==> src/rtl/alu_pkg.sv <==
// alu_pkg: opcode codes and FSM states shared by the sequential ALU.
package alu_pkg;
    localparam logic [31:0] OP_NOPE  = 32'd0;
    localparam logic [31:0] OP_LOADI = 32'd1;
    localparam logic [31:0] OP_LOAD  = 32'd2;
    localparam logic [31:0] OP_STORE = 32'd3;
    localparam logic [31:0] OP_INC   = 32'd4;
    localparam logic [31:0] OP_DEC   = 32'd5;
    localparam logic [31:0] OP_SNIB  = 32'd6;
    localparam logic [31:0] OP_SNIE  = 32'd7;
    localparam logic [31:0] OP_MOVE  = 32'd8;
    localparam logic [31:0] OP_BUN   = 32'd9;
    localparam logic [31:0] OP_HALT  = 32'd10;
    localparam logic [31:0] OP_SNIEV = 32'd11;
    localparam logic [31:0] OP_SNIOD = 32'd12;
    localparam logic [31:0] OP_RESET = 32'd13;
    localparam logic [31:0] OP_ADD   = 32'd14;
    localparam logic [31:0] OP_SNIZ  = 32'd15;
    localparam logic [31:0] OP_MUL   = 32'd16;
    localparam logic [31:0] OP_SHL   = 32'd17;
    localparam logic [31:0] OP_SHR   = 32'd18;
    typedef enum logic [1:0] {IDLE, BUSY, DONE} state_t;
endpackage

==> src/rtl/alu_seq_if.sv <==
// alu_seq_if: operation request/result handshake bundle between controller and ALU.
interface alu_seq_if #(parameter int WIDTH = 16, parameter int OPCODE_WIDTH = 5);
    logic                    in_valid, in_ready, out_valid, out_ready;
    logic                    flag_zero, flag_carry, flag_skip;
    logic [OPCODE_WIDTH-1:0] opcode;
    logic [WIDTH-1:0]        alu_input1, alu_input2, alu_output;
    modport master (output in_valid, opcode, alu_input1, alu_input2, out_ready,
                    input  in_ready, out_valid, alu_output, flag_zero, flag_carry, flag_skip);
    modport slave  (input  in_valid, opcode, alu_input1, alu_input2, out_ready,
                    output in_ready, out_valid, alu_output, flag_zero, flag_carry, flag_skip);
endinterface

==> src/rtl/alu_seq_mul.sv <==
// alu_seq_mul: iterative shift-add multiplier, one multiplier bit per cycle, WIDTH cycles.
module alu_seq_mul #(parameter int WIDTH = 16) (
    input  logic             clk,
    input  logic             rst,
    input  logic             start,
    input  logic [WIDTH-1:0] a,
    input  logic [WIDTH-1:0] b,
    output logic             done,
    output logic [WIDTH-1:0] product
);
    localparam int CW = $clog2(WIDTH);
    logic [CW-1:0]    cnt;
    logic             run;
    logic [WIDTH-1:0] mcand, mplier, acc;
    // product is the accumulator plus the current partial term, final on the last step
    assign product = acc + (mplier[0] ? mcand : '0);
    assign done    = run && cnt == CW'(WIDTH - 1);
    always_ff @(posedge clk or posedge rst)
        if (rst) begin
            cnt    <= '0;
            run    <= 1'b0;
            mcand  <= '0;
            mplier <= '0;
            acc    <= '0;
        end else if (start) begin
            mcand  <= a;
            mplier <= b;
            acc    <= '0;
            cnt    <= '0;
            run    <= 1'b1;
        end else if (run) begin
            acc    <= product;
            mcand  <= mcand << 1;
            mplier <= mplier >> 1;
            cnt    <= cnt + 1'b1;
            run    <= !done;
        end
endmodule

==> src/rtl/alu_seq.sv <==
// alu_seq: handshaked ALU with registered result/flags; MUL runs iteratively, all else in one cycle.
module alu_seq import alu_pkg::*; #(
    parameter int WIDTH        = 16,
    parameter int OPCODE_WIDTH = 5,
    parameter int SHAMT_WIDTH  = $clog2(WIDTH)
) (
    input logic       clk,
    input logic       rst,
    alu_seq_if.slave  bus
);
    state_t           state, state_n;
    logic [WIDTH-1:0] a, b, res_c, res_q, product;
    logic [WIDTH:0]   add_w, inc_w, dec_w;
    logic [31:0]      op;
    logic             carry_c, skip_c, carry_q, skip_q, zero_q, accept, is_mul, mul_done;
    assign a              = bus.alu_input1;
    assign b              = bus.alu_input2;
    assign op             = 32'(bus.opcode);
    assign is_mul         = op == OP_MUL;
    assign bus.in_ready   = state == IDLE || (state == DONE && bus.out_ready);
    assign accept         = bus.in_valid && bus.in_ready;
    assign bus.out_valid  = state == DONE;
    assign bus.alu_output = res_q;
    assign bus.flag_zero  = zero_q;
    assign bus.flag_carry = carry_q;
    assign bus.flag_skip  = skip_q;
    assign add_w          = {1'b0, a} + {1'b0, b};
    assign inc_w          = {1'b0, a} + (WIDTH + 1)'(1);
    assign dec_w          = {1'b0, a} - (WIDTH + 1)'(1);
    alu_seq_mul #(.WIDTH(WIDTH)) u_mul (
        .clk(clk), .rst(rst), .start(accept && is_mul),
        .a(a), .b(b), .done(mul_done), .product(product)
    );
    always_comb begin
        res_c   = '1;
        carry_c = 1'b0;
        skip_c  = 1'b0;
        case (op)
            OP_STORE: res_c = a;
            OP_MOVE:  res_c = b;
            OP_INC:   {carry_c, res_c} = inc_w;
            OP_DEC:   {carry_c, res_c} = dec_w;
            OP_ADD:   {carry_c, res_c} = add_w;
            OP_RESET: res_c = '0;
            OP_SNIB:  skip_c = a > b;
            OP_SNIE:  skip_c = a == b;
            OP_SNIEV: skip_c = !a[0];
            OP_SNIOD: skip_c = a[0];
            OP_SNIZ:  skip_c = a == '0;
            OP_SHL:   res_c = a << b[SHAMT_WIDTH-1:0];
            OP_SHR:   res_c = a >> b[SHAMT_WIDTH-1:0];
            default:  ;
        endcase
        // skip ops report the condition in the MSB above an all-ones field
        if (skip_c) res_c = '1;
        else if (op == OP_SNIB || op == OP_SNIE || op == OP_SNIEV || op == OP_SNIOD || op == OP_SNIZ)
            res_c[WIDTH-1] = 1'b0;
    end
    always_comb begin
        state_n = state;
        case (state)
            IDLE:    state_n = accept ? (is_mul ? BUSY : DONE) : IDLE;
            BUSY:    state_n = mul_done ? DONE : BUSY;
            DONE:    state_n = !bus.out_ready ? DONE : accept ? (is_mul ? BUSY : DONE) : IDLE;
            default: state_n = IDLE;
        endcase
    end
    always_ff @(posedge clk or posedge rst)
        if (rst) state <= IDLE;
        else     state <= state_n;
    always_ff @(posedge clk or posedge rst)
        if (rst) begin
            res_q   <= '0;
            carry_q <= 1'b0;
            skip_q  <= 1'b0;
            zero_q  <= 1'b0;
        end else if (accept && !is_mul) begin
            res_q   <= res_c;
            carry_q <= carry_c;
            skip_q  <= skip_c;
            zero_q  <= res_c == '0;
        end else if (mul_done) begin
            res_q   <= product;
            carry_q <= 1'b0;
            skip_q  <= 1'b0;
            zero_q  <= product == '0;
        end
endmodule

==> src/flat_wrapper.sv <==
// flat-port wrapper written by rule: the top's interface ports become plain ports
module alu_seq_flat import alu_pkg::*;
#(
    parameter int WIDTH        = 16,
    parameter int OPCODE_WIDTH = 5,
    parameter int SHAMT_WIDTH  = $clog2(WIDTH)
)
  (clk, rst, bus_in_valid, bus_opcode, bus_alu_input1, bus_alu_input2, bus_out_ready, bus_in_ready, bus_out_valid, bus_alu_output, bus_flag_zero, bus_flag_carry, bus_flag_skip);
  alu_seq_if #(.WIDTH(WIDTH), .OPCODE_WIDTH(OPCODE_WIDTH)) bus_i ();
  input logic clk;
  input logic rst;
  input wire logic [$bits(bus_i.in_valid)-1:0] bus_in_valid;
  input wire logic [$bits(bus_i.opcode)-1:0] bus_opcode;
  input wire logic [$bits(bus_i.alu_input1)-1:0] bus_alu_input1;
  input wire logic [$bits(bus_i.alu_input2)-1:0] bus_alu_input2;
  input wire logic [$bits(bus_i.out_ready)-1:0] bus_out_ready;
  output wire logic [$bits(bus_i.in_ready)-1:0] bus_in_ready;
  output wire logic [$bits(bus_i.out_valid)-1:0] bus_out_valid;
  output wire logic [$bits(bus_i.alu_output)-1:0] bus_alu_output;
  output wire logic [$bits(bus_i.flag_zero)-1:0] bus_flag_zero;
  output wire logic [$bits(bus_i.flag_carry)-1:0] bus_flag_carry;
  output wire logic [$bits(bus_i.flag_skip)-1:0] bus_flag_skip;
  assign bus_i.in_valid = bus_in_valid;
  assign bus_i.opcode = bus_opcode;
  assign bus_i.alu_input1 = bus_alu_input1;
  assign bus_i.alu_input2 = bus_alu_input2;
  assign bus_i.out_ready = bus_out_ready;
  assign bus_in_ready = bus_i.in_ready;
  assign bus_out_valid = bus_i.out_valid;
  assign bus_alu_output = bus_i.alu_output;
  assign bus_flag_zero = bus_i.flag_zero;
  assign bus_flag_carry = bus_i.flag_carry;
  assign bus_flag_skip = bus_i.flag_skip;
  alu_seq #(.WIDTH(WIDTH), .OPCODE_WIDTH(OPCODE_WIDTH), .SHAMT_WIDTH(SHAMT_WIDTH)) u_core (.clk(clk), .rst(rst), .bus(bus_i));
endmodule
==> config.mk <==
export PLATFORM = sky130hd
export DESIGN_NAME = alu_seq_flat
export DESIGN_NICKNAME = d
export VERILOG_FILES = /design/src/rtl/alu_pkg.sv /design/src/rtl/alu_seq_if.sv /design/src/rtl/alu_seq_mul.sv /design/src/rtl/alu_seq.sv /design/src/flat_wrapper.sv
export SDC_FILE = /design/constraint.sdc
export NUM_CORES = 1
export LEC_CHECK = 0
export ABC_AREA = 1
export CORE_MARGIN = 1.5
export CORE_UTILIZATION = 45
export CTS_BUF_LIST = sky130_fd_sc_hd__clkbuf_4 sky130_fd_sc_hd__clkbuf_8
export DETAILED_ROUTE_END_ITERATION = 16
export PLACE_DENSITY = 0.61
export SYNTH_ARGS = -nofsm -noshare
export SYNTH_HDL_FRONTEND = slang
export SYNTH_SLANG_ARGS = --single-unit
==> constraint.sdc <==
create_clock -name clk -period 3.1 [get_ports clk]
set_clock_uncertainty 0.2 [all_clocks]
set_input_delay 0.62 -clock clk [delete_from_list [all_inputs] [get_ports clk]]
set_output_delay 0.62 -clock clk [all_outputs]
set_load 0.02 [all_outputs]
==> reports/metrics.sh <==
RUN_STATUS='finished, final reports clean'
DPL.HPWL_UM=27000
RSZ0062_AT_GRT='no'
HOLD_PATH_END='u_core.bus.alu_output[3]'
FINISH.NET_COUNT=1674
DETAIL_ROUTE.ITER0.VIOLATIONS=902
SYNTH_AREA_UM2=8080
DETAILEDROUTE.FIRSTPASSITERATIONCOUNT=8
DIE_WIDTH_UM=137
FINALWIRELENGTH_UM=32600
GLOBAL_ROUTE.USAGE.TOTAL_PCT=35.8
WORST_HOLD_STARTPOINT='u_core.bus.alu_output[3]'
GRT-BUSIEST-LAYER='met2'
SYNTHDOMINANTCELLAREASHARE_PCT=22.9
SYNTH.MOST_COMMON_CELL='nand2_1'
MAXIMUM_IR_DROP_ON_THE_VDD_RAIL_mV=0.597
DRC=0
GRT_OVERFLOW_TOTAL=0
SYNTHTOLAYOUTAREAGROWTH_PCT=30.1
PLACED_CELLS=1793
DIEAREA_UM2=18800
FINAL_WEIGHTED_CONGESTION_IN_ROUTABILITY_DRIVEN_PLACEMENT=1.00
TOTAL_POWER_mW=5.31
CTS_TREE='built'
FINAL_LAYOUT_SIZE_SUFFIX_GT1_SHARE_PCT=14.6
FP.DIEH_UM=137
POSTCTSSETUPBUFFERS=0
SYNTHDISTINCTLIBCELLS=41
FMAXACHIEVABLE_MHz=339
ASYNC_FLOP_SHARE_PCT=100
CRIT_ARRIVAL_NS=3.01
R2R_START='u_core.u_mul.mplier[0]'
NUM_ANTENNA_CELLS=0
WORST_SETUP_HOLD_PATH_CLK_SLEW_NS=0.09
CLK-INSERTION-DELAY-LATE_NS=0.37
POWER_PER_CELL_AREA_nW_PER_UM2=505
REGTOREGENDPOINT='u_core.bus.flag_zero'
GRT_ANTENNA_BEFORE_REPAIR=0
MAXCAPVIOLCOUNT=0
STARTPOINT_TYPE='input pin'
CORE_REGION_AREA_UM2=17400
CTS-BUFFERS-INSERTED=9
MAXIMUM_NUMBER_OF_PINS_ON_ONE_NET_BEFORE_GLOBAL_ROUTE_REPAIR=49
TIMING.CRITICAL_PATH.TO_TYPE='flip-flop'
WL_PER_CELL_UM=18.0
SLEW_VIOLATIONS=0
SYN-NUM-NETS=1472
SYNTH.FF_LATCH_COUNT=74
CP.REQUIRED_NS=3.16
CRITICAL-PATH-TOP-CELL-BY-COUNT='nand2_1'
NETLIST.TOP_CELL.BY_AREA='dfrtp_1'
HOLD_PATH.CLASS='flip-flop to flip-flop'
LAYOUT_MIN_CYCLE_TIME_NS=2.95
SYNTHESIS.INSTANCES=1377
ROUTED-VIA-COUNT=9876
MAX-SLEW-MARGIN-REL_PCT=54.8
CLOCK_PATH_BUFFERS=2
SYNTH_FLOP_CELL='dfrtp_1'
FINALNONFILLERCELLS=1809
MINIMUM_SETUP_SLACK_AMONG_REG_TO_REG_PATHS_NS=0.26
GRT_UTIL_MET2_PCT=56.5
SYNTH-WARNING-COUNT=0
POST-ROUTE-WORST-SETUP-SLACK_NS=0.148
BUFFER_CELL_DRIVING_THE_CLOCK_TREE_ROOT='clkbuf_8'
VIA_PER_INST=5.46
CTS_HTREE_LEVELS=3
POST_SYNTH_MOST_FREQUENT_CELLS='453 x nand2_1, 161 x nand3_1, 156 x nor2_1, 152 x inv_1, 74 x dfrtp_1'
TOTAL_LEAKAGE_POWER_nW=5.51
TIGHTESTPINTRANSITION_NS=0.678
HOLD_PATH_DEPTH=2
ROWS=48
WORSTPATHMAXFANOUT=3
START_UTIL_PCT=46.4
FINALSETUPVIOLATIONS=0
TIMING_HOLD_VIOLATIONS_FINAL=0
NUMCLOCKSINKS=74
MET1_USAGE_IN_GLOBAL_ROUTING_PCT=46.5
SLOWEST_DELAY_NS=0.48
PERIOD_SHARE_PCT=95.2
GRT_PASS1_WL_UM=50500
SYNTH_ENABLE_FLOP_CELLS=0
GR-USAGE-MET3_PCT=8.85
FIRST_GLOBAL_VIAS=9442
PIN_COUNT=62
POST-PLACE-WS_NS=-0.448
PATH_CELLS='clkdlybuf4s50_1 > ha_2 > inv_1 > fa_1 > inv_1 > nand2_1 > nand2_2 > nand4_1 > nand2_1 > nand2_1 > nand3_1 > nand4_1 > buf_4 > a21oi_1 > o21ai_1'
PLACEMENT.IO_BUFFERS=61
WORST-SETUP-PATH-TYPE='input pin to flip-flop'
ANTENNA_NETS_POST_ROUTE=0
REG2REG_DEPTH=18
SYNTH_SEQUENTIAL_AREA_RATIO_PCT=22.9
SYNTH_TOP_CELLS_BY_AREA='dfrtp_1 23%, nand2_1 21%, nand3_1 10%'
TIMING.CRITICAL_PATH.SLOWEST_STAGE_CELL='clkdlybuf4s50_1'
SYN_AREA_PER_CELL_UM2=5.87
## timing repair
action                                  in CTS  in global routing
gates resized for setup                      1                 14
hold buffers                                 0                  0
pin swaps                                    0                  1
endpoints found under the setup margin       1                  4
endpoints found under the hold margin        0                  0
## routing by layer
| metal | vias to the layer above | part of all wire [%] |
|---|---|---|
| met4 | 0 | 4.2 |
| met5 | - | 0 |
| met3 | 78 | 8.8 |
| li1 | 4895 | - |
| met1 | 4479 | 44 |
| met2 | 424 | 43 |
## layout make-up
| class | count | area [µm²] |
|---|---|---|
| clock buffers | 10 | 138 |
| well taps | 225 | 282 |
| fillers | 1772 | 6900 |
| repair buffers | 243 | 2110 |
| multi-input cells | 1088 | 5430 |
| flip-flops and latches | 74 | 1850 |
| inverters | 163 | 613 |
| clock inverters | 6 | 95.1 |
## where the power goes
part,internal [mW],switching [mW],leakage (nW)
clock network,0.484,0.413,0.117
registers,1.33,0.237,0.968
logic,1.16,1.69,4.43
## metrics by stage
step	util [%]	TNS, ns	hold slack, ns	area, µm²
CTS	60.2	0	0.301	10500
global route	60.4	0	0.319	10500
detailed placement	58.8	-2.69	0.276	10200
finish	60.4	0	0.295	10500
floorplan	-	0	0.257	8080
global placement	58.8	-2.30	0.269	10200
## sequential cells by signal (all words and copies together) (netlist names)
name,cells
u_core.u_mul.run,1
u_core.u_mul.mcand,16
u_core.u_mul.acc,16
u_core.bus.flag_skip,1
u_core.bus.flag_carry,1
u_core.state,2
u_core.bus.alu_output,16
u_core.bus.flag_zero,1
u_core.u_mul.mplier,16
u_core.u_mul.cnt,4
## worst max-delay path: cells and delay by family
kind / cells / cell delay (ns)
AND/OR/NAND/NOR: 7 / 0.77
AO/OA/AOI/OAI: 2 / 0.30
adder cells (fa/ha/maj): 2 / 0.56
buffers and inverters: 4 / 0.77
## placed cells by master (no fill, tap or decap), types with 3 or more instances in the layout
master / instances
nor2_4: 3
o21ai_1: 13
a21oi_1: 56
ha_1: 51
o221ai_1: 19
nand4_1: 17
nand2_2: 7
nor2_1: 154
o21ai_0: 70
dfrtp_1: 73
inv_1: 151
nand2_1: 450
xor2_1: 8
buf_12: 10
o211ai_1: 16
clkdlybuf4s50_1: 60
inv_2: 9
nor2_2: 5
nand3_1: 160
nor3_1: 12
nor4_1: 3
o21bai_1: 4
a22oi_1: 8
nand3b_1: 7
and2_1: 3
clkbuf_8: 10
buf_4: 171
o22ai_1: 4
## logic make-up (layout without fill, tap and decap cells)
kind of cell,after synthesis,after routing,synth area share [%]
AO/OA/AOI/OAI,198,198,14.3
XOR/XNOR,9,9,0.975
adder cells (fa/ha/maj),54,54,8.54
buffers and inverters,215,422,10.3
flip-flops,74,74,22.9
AND/OR/NAND/NOR,827,827,42.9
## worst max path at each step
stage                                     to  slack [ns]         startpoint  depth (start not counted)
finish              u_core.bus.alu_output[8]        0.15  bus_alu_input1[0]                         15
global route        u_core.bus.alu_output[8]       0.004  bus_alu_input1[0]                         15
CTS                    u_core.bus.flag_carry        0.09  bus_alu_input2[0]                         19
detailed placement     u_core.bus.flag_carry       -0.45  bus_alu_input2[0]                         19
global placement       u_core.bus.flag_carry       -0.36  bus_alu_input2[0]                         19
floorplan           u_core.bus.alu_output[0]        0.40                rst                          1
(Power assumes the default switching activity.)
